`src/rtl/salidas_pkg.sv`:
```
// salidas_pkg: shared constants for the output-bus controller.
//   - outbus command mode encodings
//   - FSM state encodings
//   - layout helpers for a queued command entry, packed as {mode, addr, data}
//     with data in the least-significant bits.
package salidas_pkg;

  localparam logic [1:0] OUT_NONE   = 2'b00;
  localparam logic [1:0] OUT_RDADDR = 2'b01;
  localparam logic [1:0] OUT_WIMM   = 2'b10;
  localparam logic [1:0] OUT_WREG   = 2'b11;

  localparam logic [1:0] ST_IDLE   = 2'd0;
  localparam logic [1:0] ST_SETUP  = 2'd1;
  localparam logic [1:0] ST_STROBE = 2'd2;
  localparam logic [1:0] ST_HOLD   = 2'd3;

  function automatic int ent_width(input int aw, input int dw);
    return 2 + aw + dw;
  endfunction

  function automatic int ent_addr_lsb(input int dw);
    return dw;
  endfunction

  function automatic int ent_mode_lsb(input int aw, input int dw);
    return aw + dw;
  endfunction

endpackage

```
`src/rtl/salidas_fifo.sv`:
```
// salidas_fifo: synchronous first-word-fall-through command FIFO.
// Ports:
//   Clk, Rst     clock (rising edge), asynchronous active-high reset
//   push, wdata  write request/data; ignored while full
//   pop, rdata   read request; rdata always shows the oldest entry
//   full, empty  occupancy flags
//   count        current occupancy, 0..DEPTH
// DEPTH must be a power of two so the pointers wrap naturally.
module salidas_fifo
  import salidas_pkg::*;
#(
  parameter int W     = 18,
  parameter int DEPTH = 4
) (
  input  logic                         Clk,
  input  logic                         Rst,
  input  logic                         push,
  input  logic                         pop,
  input  logic [W-1:0]                 wdata,
  output logic [W-1:0]                 rdata,
  output logic                         full,
  output logic                         empty,
  output logic [$clog2(DEPTH+1)-1:0]   count
);

  localparam int PW = $clog2(DEPTH);
  localparam int CW = $clog2(DEPTH + 1);

  logic [W-1:0]  mem [DEPTH];
  logic [PW-1:0] wr_ptr;
  logic [PW-1:0] rd_ptr;
  logic          do_push;
  logic          do_pop;

  assign full    = (count == CW'(DEPTH));
  assign empty   = (count == '0);
  assign do_push = push && !full;
  assign do_pop  = pop && !empty;
  assign rdata   = mem[rd_ptr];

  always_ff @(posedge Clk or posedge Rst) begin
    if (Rst) begin
      wr_ptr <= '0;
      rd_ptr <= '0;
      count  <= '0;
    end else begin
      if (do_push) wr_ptr <= wr_ptr + PW'(1);
      if (do_pop)  rd_ptr <= rd_ptr + PW'(1);
      case ({do_push, do_pop})
        2'b10:   count <= count + CW'(1);
        2'b01:   count <= count - CW'(1);
        default: count <= count;
      endcase
    end
  end

  // Storage holds no control state, so it is left out of reset.
  always_ff @(posedge Clk) begin
    if (do_push) mem[wr_ptr] <= wdata;
  end

endmodule

```
`src/rtl/salidas_bus_ctrl.sv`:
```
// salidas_bus_ctrl: buffered output-bus controller.
// Commands from the control unit are queued and replayed on the external bus
// as SETUP (1 clk) / STROBE (LE_CYCLES clks) / HOLD (1 clk), so the core can
// issue output instructions back to back.
// Ports:
//   Clk, Rst          clock (rising edge), asynchronous active-high reset
//   Rx, Ry, num       operand sources; outbus selects the command mode
//   cmd_valid         command present; cmd_ready = FIFO not full
//   DataOut_Bus       registered data bus
//   Addres_Data_Bus   registered address bus
//   LE                latch enable, write modes only
//   RdAddr_Valid      read-address strobe, mode 01 only
//   busy              queue non-empty or a command in flight
//   overflow          sticky: a command arrived while the queue was full
//   fifo_count        queue occupancy
module salidas_bus_ctrl
  import salidas_pkg::*;
#(
  parameter int DW        = 8,
  parameter int AW        = 8,
  parameter int DEPTH     = 4,
  parameter int LE_CYCLES = 2
) (
  input  logic                       Clk,
  input  logic                       Rst,
  input  logic [AW-1:0]              Rx,
  input  logic [DW-1:0]              Ry,
  input  logic [DW-1:0]              num,
  input  logic [1:0]                 outbus,
  input  logic                       cmd_valid,
  output logic                       cmd_ready,
  output logic [DW-1:0]              DataOut_Bus,
  output logic [AW-1:0]              Addres_Data_Bus,
  output logic                       LE,
  output logic                       RdAddr_Valid,
  output logic                       busy,
  output logic                       overflow,
  output logic [$clog2(DEPTH+1)-1:0] fifo_count
);

  localparam int EW    = ent_width(AW, DW);
  localparam int A_LSB = ent_addr_lsb(DW);
  localparam int M_LSB = ent_mode_lsb(AW, DW);
  localparam int CW    = $clog2(DEPTH + 1);
  localparam int CNT_W = (LE_CYCLES > 1) ? $clog2(LE_CYCLES) : 1;
  localparam logic [CNT_W-1:0] CNT_LOAD = CNT_W'(LE_CYCLES - 1);

  logic [EW-1:0]    wr_entry;
  logic [EW-1:0]    rd_entry;
  logic             cmd_live;
  logic             push;
  logic             pop;
  logic             fifo_full;
  logic             fifo_empty;
  logic [1:0]       state;
  logic [1:0]       cur_mode;
  logic [CNT_W-1:0] strobe_cnt;

  assign cmd_live  = cmd_valid && (outbus != OUT_NONE);
  assign cmd_ready = (fifo_count != CW'(DEPTH));
  assign push      = cmd_live && cmd_ready;
  // A new command is taken only from IDLE or from HOLD, which chains
  // back-to-back commands without an idle cycle between them.
  assign pop       = !fifo_empty && ((state == ST_IDLE) || (state == ST_HOLD));
  assign busy      = !fifo_empty || (state != ST_IDLE);

  always_comb begin
    wr_entry = '0;
    wr_entry[M_LSB +: 2] = outbus;
    case (outbus)
      OUT_RDADDR: wr_entry[A_LSB +: AW] = AW'(Ry);
      OUT_WIMM: begin
        wr_entry[A_LSB +: AW] = Rx;
        wr_entry[0 +: DW]     = num;
      end
      OUT_WREG: begin
        wr_entry[A_LSB +: AW] = Rx;
        wr_entry[0 +: DW]     = Ry;
      end
      default: wr_entry = '0;
    endcase
  end

  salidas_fifo #(
    .W     (EW),
    .DEPTH (DEPTH)
  ) u_fifo (
    .Clk   (Clk),
    .Rst   (Rst),
    .push  (push),
    .pop   (pop),
    .wdata (wr_entry),
    .rdata (rd_entry),
    .full  (fifo_full),
    .empty (fifo_empty),
    .count (fifo_count)
  );

  always_ff @(posedge Clk or posedge Rst) begin
    if (Rst) begin
      state           <= ST_IDLE;
      cur_mode        <= OUT_NONE;
      strobe_cnt      <= '0;
      DataOut_Bus     <= '0;
      Addres_Data_Bus <= '0;
      LE              <= 1'b0;
      RdAddr_Valid    <= 1'b0;
      overflow        <= 1'b0;
    end else begin
      if (cmd_live && !cmd_ready) overflow <= 1'b1;

      case (state)
        ST_IDLE, ST_HOLD: begin
          LE           <= 1'b0;
          RdAddr_Valid <= 1'b0;
          if (pop) begin
            state           <= ST_SETUP;
            cur_mode        <= rd_entry[M_LSB +: 2];
            Addres_Data_Bus <= rd_entry[A_LSB +: AW];
            DataOut_Bus     <= rd_entry[0 +: DW];
          end else begin
            state           <= ST_IDLE;
            Addres_Data_Bus <= '0;
            DataOut_Bus     <= '0;
          end
        end
        ST_SETUP: begin
          state        <= ST_STROBE;
          strobe_cnt   <= CNT_LOAD;
          LE           <= (cur_mode == OUT_WIMM) || (cur_mode == OUT_WREG);
          RdAddr_Valid <= (cur_mode == OUT_RDADDR);
        end
        ST_STROBE: begin
          if (strobe_cnt == '0) begin
            state        <= ST_HOLD;
            LE           <= 1'b0;
            RdAddr_Valid <= 1'b0;
          end else begin
            strobe_cnt <= strobe_cnt - CNT_W'(1);
          end
        end
        default: state <= ST_IDLE;
      endcase
    end
  end

endmodule

```
`config.mk`:
```
export PLATFORM = sky130hd
export DESIGN_NAME = salidas_bus_ctrl
export DESIGN_NICKNAME = d
export VERILOG_FILES = /design/src/rtl/salidas_pkg.sv /design/src/rtl/salidas_fifo.sv /design/src/rtl/salidas_bus_ctrl.sv
export SDC_FILE = /design/constraint.sdc
export NUM_CORES = 1
export LEC_CHECK = 0
export CAP_MARGIN = 5
export CORE_MARGIN = 2
export CORE_UTILIZATION = 45
export CTS_CLUSTER_DIAMETER = 80
export DETAILED_ROUTE_END_ITERATION = 12
export PLACE_DENSITY = 0.67
export SYNTH_ARGS = -nofsm -noshare
export SYNTH_HDL_FRONTEND = slang
export SYNTH_SLANG_ARGS = --single-unit
```
`constraint.sdc`:
```
create_clock -name Clk -period 5.25 [get_ports Clk]
set_clock_uncertainty 0.2 [all_clocks]
set_input_delay 1.05 -clock Clk [delete_from_list [all_inputs] [get_ports Clk]]
set_output_delay 1.05 -clock Clk [all_outputs]
set_load 0.02 [all_outputs]
```
# ---- Word level (Yosys, flattened, before mapping)
# Memory sizes are Yosys's and may differ from the RTL's.
# Cells that the tools add are included.
dict set report totals {
  in_bits 29
  elab_cells 69
  ff_bits 31
  ram_bits 72
  memories 1
  output_inout_bits 24
}
# memory words width rd rd_clocked_by_memory_dff wr line_no
set memory_table {}
lappend memory_table {u_fifo.mem 4 18 1 0 1 salidas_fifo.sv:29} ;# logic [W-1:0] mem [DEPTH];
dict set report op_classes {
  n_reduce_logical 22
  n_eq_ne 14
  muxes 16
  n_addsub 5
}
# cell n
set op_table {}
lappend op_table {{8-bit one-hot mux with 2 select lines} 2}
lappend op_table {{8-bit two-way mux} 2}
lappend op_table {{2-bit == test, second input constant} 7}
lappend op_table {{2-bit by 1-bit == test with 1-bit output, second input constant} 4}
lappend op_table {{2-bit nonzero test} 4}
lappend op_table {{1-bit logical AND} 6}
lappend op_table {{1-bit one-hot mux with 3 select lines} 2}
lappend op_table {{2-bit one-hot mux with 3 select lines} 1}
lappend op_table {{3-bit one-hot mux with 2 select lines} 1}
lappend op_table {{1-bit two-way mux} 5}
lappend op_table {{2-bit by 1-bit adder with 2-bit output, second input constant} 2}
lappend op_table {{2-bit two-way mux} 2}
lappend op_table {{2-bit OR reduction} 2}
lappend op_table {{3-bit by 1-bit adder with 3-bit output, second input constant} 1}
lappend op_table {{3-bit == test, second input constant} 1}
lappend op_table {{1-bit logical NOT} 3}
lappend op_table {{3-bit logical NOT} 1}
lappend op_table {{1-bit logical OR} 3}
lappend op_table {{3-bit inequality test, second input constant} 1}
lappend op_table {{3-bit OR reduction} 1}
lappend op_table {{3-bit by 1-bit subtractor with 3-bit output, second input constant} 1}
lappend op_table {{2-bit logical NOT} 1}
lappend op_table {{2-bit inequality test, second input constant} 1}
lappend op_table {{1-bit one-hot mux with 2 select lines} 1}
lappend op_table {{2 further kinds} 2}

# ---- Longest topological paths before layout
# Gate-level depths: netlist (run 1).
dict set report logic_depth {
  word_depth 6
  mapped_depth 10
  ltp_nobuf 9
}

# ---- By module
# Synthesis (run 1) repeated with hierarchy kept, for this count alone.
dict set report hier_totals {
  cells_unflattened 276
  area_unflattened_um2 4315.4
}
# mod seq_area_each_um2 n_inst cells_per_inst area_each_um2
set modules_own_cells {}
lappend modules_own_cells {salidas_fifo 2337.2 1 132 3041.7}
lappend modules_own_cells {salidas_bus_ctrl 600.6 1 144 1273.7}

# ---- Worst setup path before layout (run 1)
# No wires, ideal clock.
dict set report synth_timing {
  path_kind {in2reg}
  startpoint {input port outbus[0]}
  endpoint {register u_fifo.count[2]}
  setup_slack_ns 2.422
  path_buffers 1
  t_arrival_ns 2.548
  stages 10
  t_required_ns 4.970
  setup_time_ns 0.080
  cell_sequence {clkbuf_2 o21ai_0 a21oi_2 inv_1 ha_1 inv_1 fa_1 xor2_1 nor2_1 xor2_1}
}
dict set report synth_via {
  elab_chain_len 6
  elab_cells_between_ends 8
  cone_classes {eq/ne (2); mux (1); reduce/logical (5)}
}
# element line_no
set synth_rtl {}
lappend synth_rtl {{from (decl)} salidas_bus_ctrl.sv:29} ;# input logic [1:0] outbus,
lappend synth_rtl {{2-bit nonzero test (*)} salidas_bus_ctrl.sv:59} ;# assign cmd_live = cmd_valid && (outbus != OUT_NONE);
lappend synth_rtl {{1-bit logical AND (*)} salidas_bus_ctrl.sv:59}
lappend synth_rtl {{1-bit logical AND (*)} salidas_bus_ctrl.sv:61} ;# assign push = cmd_live && cmd_ready;
lappend synth_rtl {{1-bit logical AND (*)} salidas_fifo.sv:37} ;# assign do_push = push && !full;
lappend synth_rtl {{2-bit by 1-bit == test with 1-bit output or 2-bit == test (tied branches)} salidas_fifo.sv:49} ;# case ({do_push, do_pop})
lappend synth_rtl {{3-bit one-hot mux with 2 select lines or 2-bit nonzero test (tied branches)} --}
lappend synth_rtl {{to (signal assigned)} salidas_fifo.sv:50} ;# 2'b10: count <= count + CW'(1);
lappend synth_rtl {{to (signal assigned)} salidas_fifo.sv:51} ;# 2'b01: count <= count - CW'(1);
lappend synth_rtl {{to (signal assigned)} salidas_fifo.sv:52} ;# default: count <= count;
lappend synth_rtl {{to (decl)} salidas_fifo.sv:23} ;# output logic [$clog2(DEPTH+1)-1:0] count
# Every way passes the cells marked *; elsewhere a longest branch is shown, timed or not.
# A chain may end at the register's enable or synchronous reset.

# ---- Worst setup path in the final report (run 1)
dict set report layout_timing {
  startpoint {input port outbus[1]}
  endpoint {memory u_fifo.mem[3][14], enable pin}
}
dict set report layout_via {
  elab_chain_len 6
}
# element line_no
set layout_rtl {}
lappend layout_rtl {{2-bit nonzero test} salidas_bus_ctrl.sv:59}
lappend layout_rtl {{1-bit logical AND} salidas_bus_ctrl.sv:59}
lappend layout_rtl {{1-bit logical AND} salidas_bus_ctrl.sv:61}
lappend layout_rtl {{1-bit logical AND} salidas_fifo.sv:37}
lappend layout_rtl {{1-bit two-way mux} salidas_fifo.sv:59} ;# if (do_push) mem[wr_ptr] <= wdata;
lappend layout_rtl {{1-bit two-way mux (not written as such)} salidas_fifo.sv:59}
lappend layout_rtl {{to (decl)} salidas_fifo.sv:29}
# No other way between the ends.

==> results.json, run 1 <==
{
  "die_h_um": 100,
  "slowest_delay_ns": 0.80,
  "worstSetupPathType": "primary input to register",
  "min_period_ns": 3.28,
  "antenna_left": 0,
  "syn_nets": 284,
  "finalCritPeriodShare": 0.626,
  "synth_top_cell_area_share": 0.518,
  "hp-class": "register to register",
  "cts_resized": 0,
  "synth_area_leaders": "edfxtp_1 (52%), dfrtp_1 (19%), mux4_2 (9.7%), a22o_1 (3.4%), ha_1 (2.4%)",
  "core-area_um2": 9110,
  "clk_pin_slew_ns": 0.10,
  "antenna_found_initial": 0,
  "drt_wl_total_mm": 7.16,
  "maxSlewViolCount": 0,
  "critPathBufInv": 2,
  "netlist_instances": 246,
  "rows": 35,
  "ys_warn_count": 0,
  "num_vias": 2155,
  "power_density_nw_per_um2": 568,
  "place_congestion": 0.738,
  "start_util": 0.458,
  "dieArea_um2": 10100,
  "cp.required_ns": 5.03,
  "hold_viol": 0,
  "setup_viol": 0,
  "slowest_stage": "and2_1",
  "first_pass_iters": 4,
  "status": "finished clean",
  "numCtsBuffers": 9,
  "rsz0062_at_grt": "false",
  "cts_sinks": 103,
  "synth.distinct_cells": 30,
  "gr-total-overflow": 0,
  "grt_usage": 0.158,
  "clk_latency_ns": 0.36,
  "ys_ff_latch": 103,
  "cp-end-kind": "register",
  "slew_headroom": 0.373,
  "final_layout_size_suffix_gt1_frac": 0.144,
  "max_clock_freq_mhz": 304,
  "fp.dieW_um": 100,
  "worst_ep_arrival_time_ns": 3.07,
  "ys_seq_area_frac": 0.704,
  "dp_hpwl_mm": 4.73,
  "power_mw": 2.84,
  "syn_area_per_cell_um2": 17.0,
  "routedWlPerCell_um": 17.2,
  "cts_max_path_buffers": 2,
  "diodes": 0,
  "viasPerCell": 5.18,
  "worstMarginPinSlew_ns": 0.941,
  "netlist_area_um2": 4170,
  "synth_top_cell_by_area": "edfxtp_1",
  "worstSetupStartpointType": "primary input",
  "cts_hold_buf": 0,
  "drv_cap": 0,
  "clock-root-buffer": "clkbuf_8",
  "drc": 0,
  "setup_tns_ns": 0,
  "crit_family": "simple AND/OR/NAND/NOR gates",
  "grt_max_degree": 32,
  "grt_pass1_wl_mm": 11.7,
  "crit_fanout": 29,
  "num_io_pins": 53,
  "cts_tree": "built",
  "final_nets": 338,
  "leakagePower_nw": 1.86,
  "crit_chain": "clkdlybuf4s50_1, buf_4, o21ai_0, a21oi_2, and2_1",
  "io_buffers": 52,
  "h-tree-depth": 3,
  "first_iter_violations": 113,
  "grt_pass1_vias": 2232,
  "cts_setup_buffers": 0,
  "ir_drop_v": 0.000208,
  "area_growth_pct": 20.0
}
## Yosys cell counts
cell type	n
clkbuf_1	7
nor2_1	3
and2_1	4
o22a_1	1
nand2b_1	8
buf_4	1
xnor2_1	2
buf_6	1
nand4b_1	1
nand2_1	22
a22o_1	16
mux4_2	18
clkbuf_2	1
fa_1	1
inv_1	10
a21boi_0	8
a21oi_2	1
o21bai_1	1
buf_2	4
edfxtp_1	72
o21a_1	1
mux2i_1	2
nand3_1	3
o21ai_0	10
xor2_1	4
nor3_2	1
mux2_2	3
nor3b_1	1
ha_1	8
dfrtp_1	31
## area by class of cell
| cell class | count | area [um^2] |
|---|---|---|
| Inverter | 10 | 37.5 |
| Timing Repair Buffer | 57 | 558 |
| Clock buffer | 9 | 124 |
| Fill cell | 756 | 4110 |
| Multi-Input combinational cell | 119 | 1120 |
| Clock inverter | 7 | 81.3 |
| Sequential cell | 103 | 2940 |
| Tap cell | 111 | 139 |
## flip-flops by register name, summed over array words and instances (netlist names)
signal and cells:
u_fifo.mem 72, strobe_cnt 1, DataOut_Bus 8, cur_mode 2
LE 1, u_fifo.wr_ptr 2, u_fifo.rd_ptr 2, overflow 1
RdAddr_Valid 1, state 2, Addres_Data_Bus 8, u_fifo.count 3
## per-stage QoR
| step | setup WS, ns | util | hold slack [ns] | instances | instance area (um^2) |
|---|---|---|---|---|---|
| after floorplan | 2.42 | - | 0.276 | 246 | 4170 |
| after global placement | 1.62 | 0.527 | 0.287 | 400 | 4800 |
| after detailed placement | 1.56 | 0.527 | 0.279 | 400 | 4800 |
| after CTS | 1.94 | 0.549 | 0.304 | 416 | 5000 |
| after global routing | 1.80 | 0.549 | 0.340 | 416 | 5000 |
| final | 1.97 | 0.549 | 0.299 | 416 | 5000 |
## worst register-to-register path, stage by stage, from the launching register on
cell	delay, ns
dfrtp_1	0.39
inv_1	0.07
ha_1	0.62
nor2_1	0.21
buf_4	0.29
ha_1	0.23
inv_1	0.06
fa_1	0.37
xor2_1	0.15
nor2_1	0.13
xor2_1	0.16
## power breakdown
group / switching (mW) / internal [mW]
Clock: 0.274 / 0.227
Sequential: 0.127 / 1.10
Combinational: 0.554 / 0.557
## placed cells by master (no fill, tap or decap), types with 4 or more instances in the layout
cell type / netlist / routed
edfxtp_1: 72 / 72
clkdlybuf4s50_1: 0 / 52
dfrtp_1: 31 / 31
nand2_1: 22 / 22
mux4_2: 18 / 18
a22o_1: 16 / 16
inv_1: 10 / 10
o21ai_0: 10 / 10
clkbuf_8: 0 / 9
nand2b_1: 8 / 8
a21boi_0: 8 / 8
ha_1: 8 / 8
buf_4: 1 / 5
xor2_1: 4 / 4
and2_1: 4 / 4
## cell families (layout without fill, tap and decap cells)
group,count (synthesis),in the layout,synth area share
adders and majority gates,9,9,0.0288
and+or+nand+nor,43,43,0.0504
buffers and inverters,24,83,0.0258
muxes,23,23,0.110
DFF,103,103,0.704
AOI/OAI and AO/OA,38,38,0.0678
xor gates and xnor gates,6,6,0.0126
## final timing paths
path | slack (ns) | depth (start not counted) | start | to
worst max-delay path | 1.97 | 5 | outbus[1] | u_fifo.mem[3][14]$_DFFE_PP_
worst min-delay path | 0.30 | 1 | overflow$_DFFE_PP0P_ | overflow$_DFFE_PP0P_
worst max register to register | 2.32 | 10 | state[0]$_DFFE_PP0P_ | u_fifo.count[2]$_DFFE_PP0P_
worst min register to register | 0.30 | 1 | overflow$_DFFE_PP0P_ | overflow$_DFFE_PP0P_
max in group asynchronous | 3.68 | 3 | Rst | Addres_Data_Bus[6]$_DFFE_PP0N_
min in group asynchronous | 0.88 | 3 | Rst | u_fifo.wr_ptr[1]$_DFFE_PP0P_
## routing by layer
metal  up-vias  routed length [um]  global-route usage
met1      1060                3320               0.218
met2        55                3380               0.245
met4         0                 100              0.0527
li1       1033                   -                   -
met3         7                 353              0.0446
met5         -                   0                   0
(Power assumes the default switching activity.)
==> run 2: changes to the inputs <==
--- a/config.mk
+++ b/config.mk
@@ -10,7 +10,7 @@
 export CORE_UTILIZATION = 45
 export CTS_CLUSTER_DIAMETER = 80
 export DETAILED_ROUTE_END_ITERATION = 12
-export PLACE_DENSITY = 0.67
+export PLACE_DENSITY = 0.7
 export SYNTH_ARGS = -nofsm -noshare
 export SYNTH_HDL_FRONTEND = slang
 export SYNTH_SLANG_ARGS = --single-unit
==> constraint.sdc (replaced) <==
create_clock -name Clk -period 2.7 [get_ports Clk]
set_clock_uncertainty 0.2 [all_clocks]
set_input_delay 0.54 -clock Clk [delete_from_list [all_inputs] [get_ports Clk]]
set_output_delay 0.54 -clock Clk [all_outputs]
set_load 0.02 [all_outputs]
==> run 2 against run 1 <==
Effect of this change: final cell count increased by 2.6%; combinational power up 110%; first-iteration DRC count is 12% higher; total power grew 95%; critical path depth down 2; cell area grew 2.2%; setup slack got worse by 1.7 ns; die area unchanged; hold slack worse by 0.014 ns; register-to-register slack got worse by 1.8 ns; via count is 5.3% higher.
==> results.json, run 2 (synthesis gave the netlist of run 1 again) <==
{
  "cts_tree": "built",
  "setup_viol": 0,
  "whs_ns": 0.285,
  "crit_chain": "nor3_2, nand2_1, clkdlybuf4s50_1",
  "reg2reg_depth": 9,
  "grt_pass1_vias": 2284,
  "h-tree-depth": 3,
  "dieArea_um2": 10100,
  "worstSetupPathType": "register to output pin",
  "die_h_um": 100,
  "cp.required_ns": 1.96,
  "fp.dieW_um": 100,
  "r2r_end": "u_fifo.count[2]$_DFFE_PP0P_",
  "hp-class": "register to register",
  "worstSetupStartpointType": "register",
  "grt_max_degree": 32,
  "num_vias": 2270,
  "first_iter_violations": 127,
  "slowest_stage": "clkdlybuf4s50_1",
  "place_congestion": 0.764,
  "internal_power_mw": 3.65,
  "io_buffers": 52,
  "clk_pin_slew_ns": 0.09,
  "final_layout_size_suffix_gt1_frac": 0.174,
  "power.switching_mw": 1.90,
  "min_period_ns": 2.46,
  "grt_pass1_wl_mm": 12.1,
  "p_comb_frac": 0.421,
  "num_io_pins": 53,
  "layout_common_cells": "edfxtp_1 (72), clkdlybuf4s50_1 (52), dfrtp_1 (31)",
  "rsz0062_at_grt": "false",
  "cts_hold_buf": 0,
  "maxSlewViolCount": 0,
  "worst_ep_arrival_time_ns": 1.72,
  "hp-start": "overflow$_DFFE_PP0P_",
  "finalNonFillerCells": 427,
  "slew_headroom": 0.588,
  "rows": 35,
  "worstReg2RegStart": "state[0]$_DFFE_PP0P_",
  "dp.cells": 411,
  "cts_sinks": 103,
  "area_growth_pct": 22.6,
  "final_common_cell": "edfxtp_1",
  "worstMarginPinSlew_ns": 0.611,
  "min_path_cells": 1,
  "cts_setup_buffers": 0,
  "start_util": 0.458,
  "antenna_left": 0,
  "core-area_um2": 9110,
  "gr-total-overflow": 0,
  "startpoint": "u_fifo.count[0]$_DFFE_PP0P_",
  "drv_cap": 0,
  "slowest_delay_ns": 0.54,
  "largest_register_ffs": 72,
  "clockPowerShare": 0.158,
  "leakagePower_nw": 1.91,
  "hold_path_end": "overflow$_DFFE_PP0P_",
  "first_pass_iters": 4,
  "cp-end-kind": "output pin",
  "viasPerCell": 5.32,
  "antenna_found_initial": 0,
  "ir_drop_v": 0.000396,
  "final_nets": 349,
  "status": "finished clean",
  "cts_max_path_buffers": 2,
  "diodes": 0,
  "dp_hpwl_mm": 4.86,
  "finalCritPeriodShare": 0.910,
  "largest_registers": "u_fifo.mem x72, Addres_Data_Bus x8, DataOut_Bus x8",
  "cts_resized": 0,
  "hold_viol": 0,
  "clock-root-buffer": "clkbuf_8",
  "grt_usage": 0.165,
  "rrSetupSlack_ns": 0.47,
  "drc": 0,
  "drt_wl_total_mm": 7.51,
  "switching_share": 0.342,
  "regMostFlops": "u_fifo.mem",
  "crit_fanout": 5,
  "max_clock_freq_mhz": 407,
  "seq_power_share": 0.420,
  "numCtsBuffers": 9,
  "routedWlPerCell_um": 17.6,
  "clk_latency_ns": 0.36,
  "power_density_nw_per_um2": 1090
}
==> run 2: worst max path at each step <==
stage | endpoint | slack, ns | depth (start not counted)
after floorplan | u_fifo.count[2]$_DFFE_PP0P_ | 0.36 | 10
after global placement | u_fifo.count[2]$_DFFE_PP0P_ | -0.09 | 11
after detailed placement | u_fifo.count[2]$_DFFE_PP0P_ | -0.14 | 11
after CTS | busy | 0.21 | 3
after global routing | u_fifo.count[2]$_DFFE_PP0P_ | 0.09 | 11
final | busy | 0.24 | 3
==> run 2: cell type report <==
class | instances | area, um^2
clock buffer | 9 | 124
clock inverter | 7 | 57.6
fill | 727 | 4000
inverter | 10 | 37.5
multi-input combinational | 119 | 1120
sequential | 103 | 2940
tap | 111 | 139
timing repair buffer | 68 | 691
==> run 2: routing by layer <==
metal	global-route usage	wire length, um
met5	0	0
met1	0.220	3370
met4	0.0695	127
met2	0.267	3780
met3	0.0306	238
==> run 2: power groups by stage <==
stage               registers (mW)  clock network, mW  logic (mW)
floorplan                     2.53                  0        1.38
global placement              2.35                  0        2.34
detailed placement            2.37                  0        2.39
CTS                           2.34              0.908        2.39
global route                  2.38              0.966        2.58
finish                        2.33              0.878        2.34
==> run 2: per-stage QoR <==
stage | worst slack [ns] | total power, mW | area [um^2] | setup TNS (ns) | util
5_1_grt | 0.0890 | 5.93 | 5110 | 0 | 0.561
3_3_place_gp | -0.0870 | 4.69 | 4930 | -0.0870 | 0.541
2_1_floorplan | 0.360 | 3.91 | 4170 | 0 | -
3_5_place_dp | -0.138 | 4.75 | 4930 | -0.138 | 0.541
4_1_cts | 0.206 | 5.63 | 5110 | 0 | 0.561
6_report | 0.244 | 5.55 | 5110 | 0 | 0.561
==> run 2: worst max-delay path: cells and delay by family, from the launching register on <==
family | cells | cell delay (ns)
buffers and inverters | 1 | 0.54
flip-flops | 1 | 0.44
AND/OR/NAND/NOR | 2 | 0.38
==> run 3: changes to the inputs <==
--- a/config.mk
+++ b/config.mk
@@ -10,7 +10,7 @@
 export CORE_UTILIZATION = 45
 export CTS_CLUSTER_DIAMETER = 80
 export DETAILED_ROUTE_END_ITERATION = 12
-export PLACE_DENSITY = 0.7
+export PLACE_DENSITY = 0.67
 export SYNTH_ARGS = -nofsm -noshare
 export SYNTH_HDL_FRONTEND = slang
 export SYNTH_SLANG_ARGS = --single-unit
==> constraint.sdc (replaced) <==
create_clock -name Clk -period 2.56 [get_ports Clk]
set_clock_uncertainty 0.2 [all_clocks]
set_input_delay 0.512 -clock Clk [delete_from_list [all_inputs] [get_ports Clk]]
set_output_delay 0.512 -clock Clk [all_outputs]
set_load 0.02 [all_outputs]
==> run 3 against run 2 <==
Effect of this change: sequential share of layout area is 0.084 points lower; critical endpoint unchanged; combinational power is 6% higher; critical path type unchanged; non-clock buffer count is 2 lower; clock power is 18% higher; highest routed layer unchanged; critical path depth stayed put; final cell count is 0.47% lower; via count is 1.3% lower; register-to-register slack worse by 0.14 ns; largest power group unchanged.
==> results.json, run 3 (synthesis gave the netlist of run 1 again) <==
{
  "cts_tree": "built",
  "drv_cap": 0,
  "core-area_um2": 9110,
  "grt_pass1_wl_mm": 12.1,
  "maxSlewViolCount": 0,
  "dieArea_um2": 10100,
  "cts_setup_buffers": 0,
  "worstSetupPathType": "register to output pin",
  "num_io_pins": 53,
  "cts_resized": 0,
  "min_period_ns": 2.42,
  "largest_register_ffs": 72,
  "fill_cells": 748,
  "antenna_found_initial": 0,
  "regMostFlops": "u_fifo.mem",
  "layout_common_cells": "edfxtp_1 (72), clkdlybuf4s50_1 (52), dfrtp_1 (31)",
  "hold_viol": 0,
  "rsz0062_at_grt": "false",
  "worstReg2RegStart": "state[0]$_DFFE_PP0P_",
  "clk_pin_slew_ns": 0.11,
  "slew_headroom": 0.598,
  "ir_drop_v": 0.000561,
  "h-tree-depth": 3,
  "path_depth": 3,
  "post-route-util": 0.562,
  "grt_max_degree": 32,
  "drc": 0,
  "min_path_cells": 1,
  "fp.dieW_um": 100,
  "cts_hold_buf": 0,
  "antenna_left": 0,
  "whs_ns": 0.316,
  "cts_max_path_buffers": 2,
  "die_h_um": 100,
  "slowest_delay_ns": 0.54,
  "finalCritPeriodShare": 0.946,
  "max_clock_freq_mhz": 413,
  "routedWlPerCell_um": 18.2,
  "num_vias": 2241,
  "power_density_nw_per_um2": 1170,
  "startpoint": "u_fifo.count[0]$_DFFE_PP0P_",
  "grt_pass1_vias": 2234,
  "largest_registers": "u_fifo.mem x72, Addres_Data_Bus x8, DataOut_Bus x8",
  "worstSetupStartpointType": "register",
  "area_growth_pct": 22.7,
  "first_iter_violations": 132,
  "start_util": 0.458,
  "cts_sinks": 103,
  "hp-start": "cur_mode[0]$_DFFE_PP0P_",
  "io_buffers": 52,
  "critPathBufInv": 1,
  "reg2reg_depth": 9,
  "numCtsBuffers": 9,
  "cp.required_ns": 1.85,
  "final_common_cell": "edfxtp_1",
  "slowest_stage": "clkdlybuf4s50_1",
  "setup_viol": 0,
  "first_pass_iters": 4,
  "gr-total-overflow": 0,
  "final_layout_size_suffix_gt1_frac": 0.169,
  "final_nets": 347,
  "crit_fanout": 5,
  "place_congestion": 0.717,
  "drt_wl_total_mm": 7.72,
  "leakagePower_nw": 1.91,
  "diodes": 0,
  "clock-root-buffer": "clkbuf_8",
  "worst_ep_arrival_time_ns": 1.71,
  "rows": 35,
  "worstMarginPinSlew_ns": 0.597,
  "cp-end-kind": "output pin",
  "viasPerCell": 5.27,
  "crit_chain": "nor3_2, nand2_1, clkdlybuf4s50_1",
  "hp-class": "register to register",
  "grt_usage": 0.163,
  "clk_latency_ns": 0.36,
  "status": "finished clean",
  "dp_hpwl_mm": 5.09,
  "crit_family": "buffers and inverters"
}
[run 3: worst register-to-register path, delay by kind of cell, from the launching register on]
| family | cells | cell delay [ns] |
|---|---|---|
| adder cells (fa/ha/maj) | 3 | 0.88 |
| flip-flops | 1 | 0.38 |
| XOR/XNOR | 2 | 0.30 |
| AND/OR/NAND/NOR | 2 | 0.29 |
| buffers and inverters | 2 | 0.13 |
[run 3: power breakdown]
group / internal, mW / switching, mW
clock: 0.466 / 0.576
sequential: 2.26 / 0.196
combinational: 1.23 / 1.25
total: 3.95 / 2.02
[run 3: area by class of cell]
cell class                      instances  area, um^2  share of cell area
Timing Repair Buffer                   66         676               0.132
Clock inverter                          7        80.1              0.0156
Inverter                               10        37.5             0.00733
Multi-Input combinational cell        119        1120               0.220
Clock buffer                            9         124              0.0242
Tap cell                              111         139              0.0271
Sequential cell                       103        2940               0.574
[run 3: per-layer routing]
layer	GRT usage	vias to the layer above	share of wire
met3	0.0418	7	0.047
met1	0.220	1136	0.46
met4	0.0474	0	0.010
li1	-	1045	-
met2	0.265	53	0.48
met5	0	-	0
[run 3: per-stage QoR]
| stage | total power, mW | std cells | setup WS (ns) | setup TNS (ns) | cell area [um^2] |
|---|---|---|---|---|---|
| 5_1_grt | 6.32 | 425 | 0.0244 | 0 | 5120 |
| 6_report | 5.98 | 425 | 0.139 | 0 | 5120 |
| 3_5_place_dp | 5.02 | 409 | -0.167 | -0.173 | 4910 |
| 4_1_cts | 6.05 | 425 | 0.111 | 0 | 5120 |
| 3_3_place_gp | 4.96 | 409 | -0.116 | -0.116 | 4910 |
| 2_1_floorplan | 4.12 | 246 | 0.220 | 0 | 4170 |
[run 3: worst paths after layout]
check / endpoint / slack (ns)
worst min register to register: cur_mode[0]$_DFFE_PP0P_ / 0.32
worst max register to register: u_fifo.count[2]$_DFFE_PP0P_ / 0.33
worst min-delay path: cur_mode[0]$_DFFE_PP0P_ / 0.32
worst max-delay path: busy / 0.14
max in group asynchronous: Addres_Data_Bus[0]$_DFFE_PP0N_ / 1.52
min in group asynchronous: DataOut_Bus[5]$_DFFE_PP0N_ / 0.34
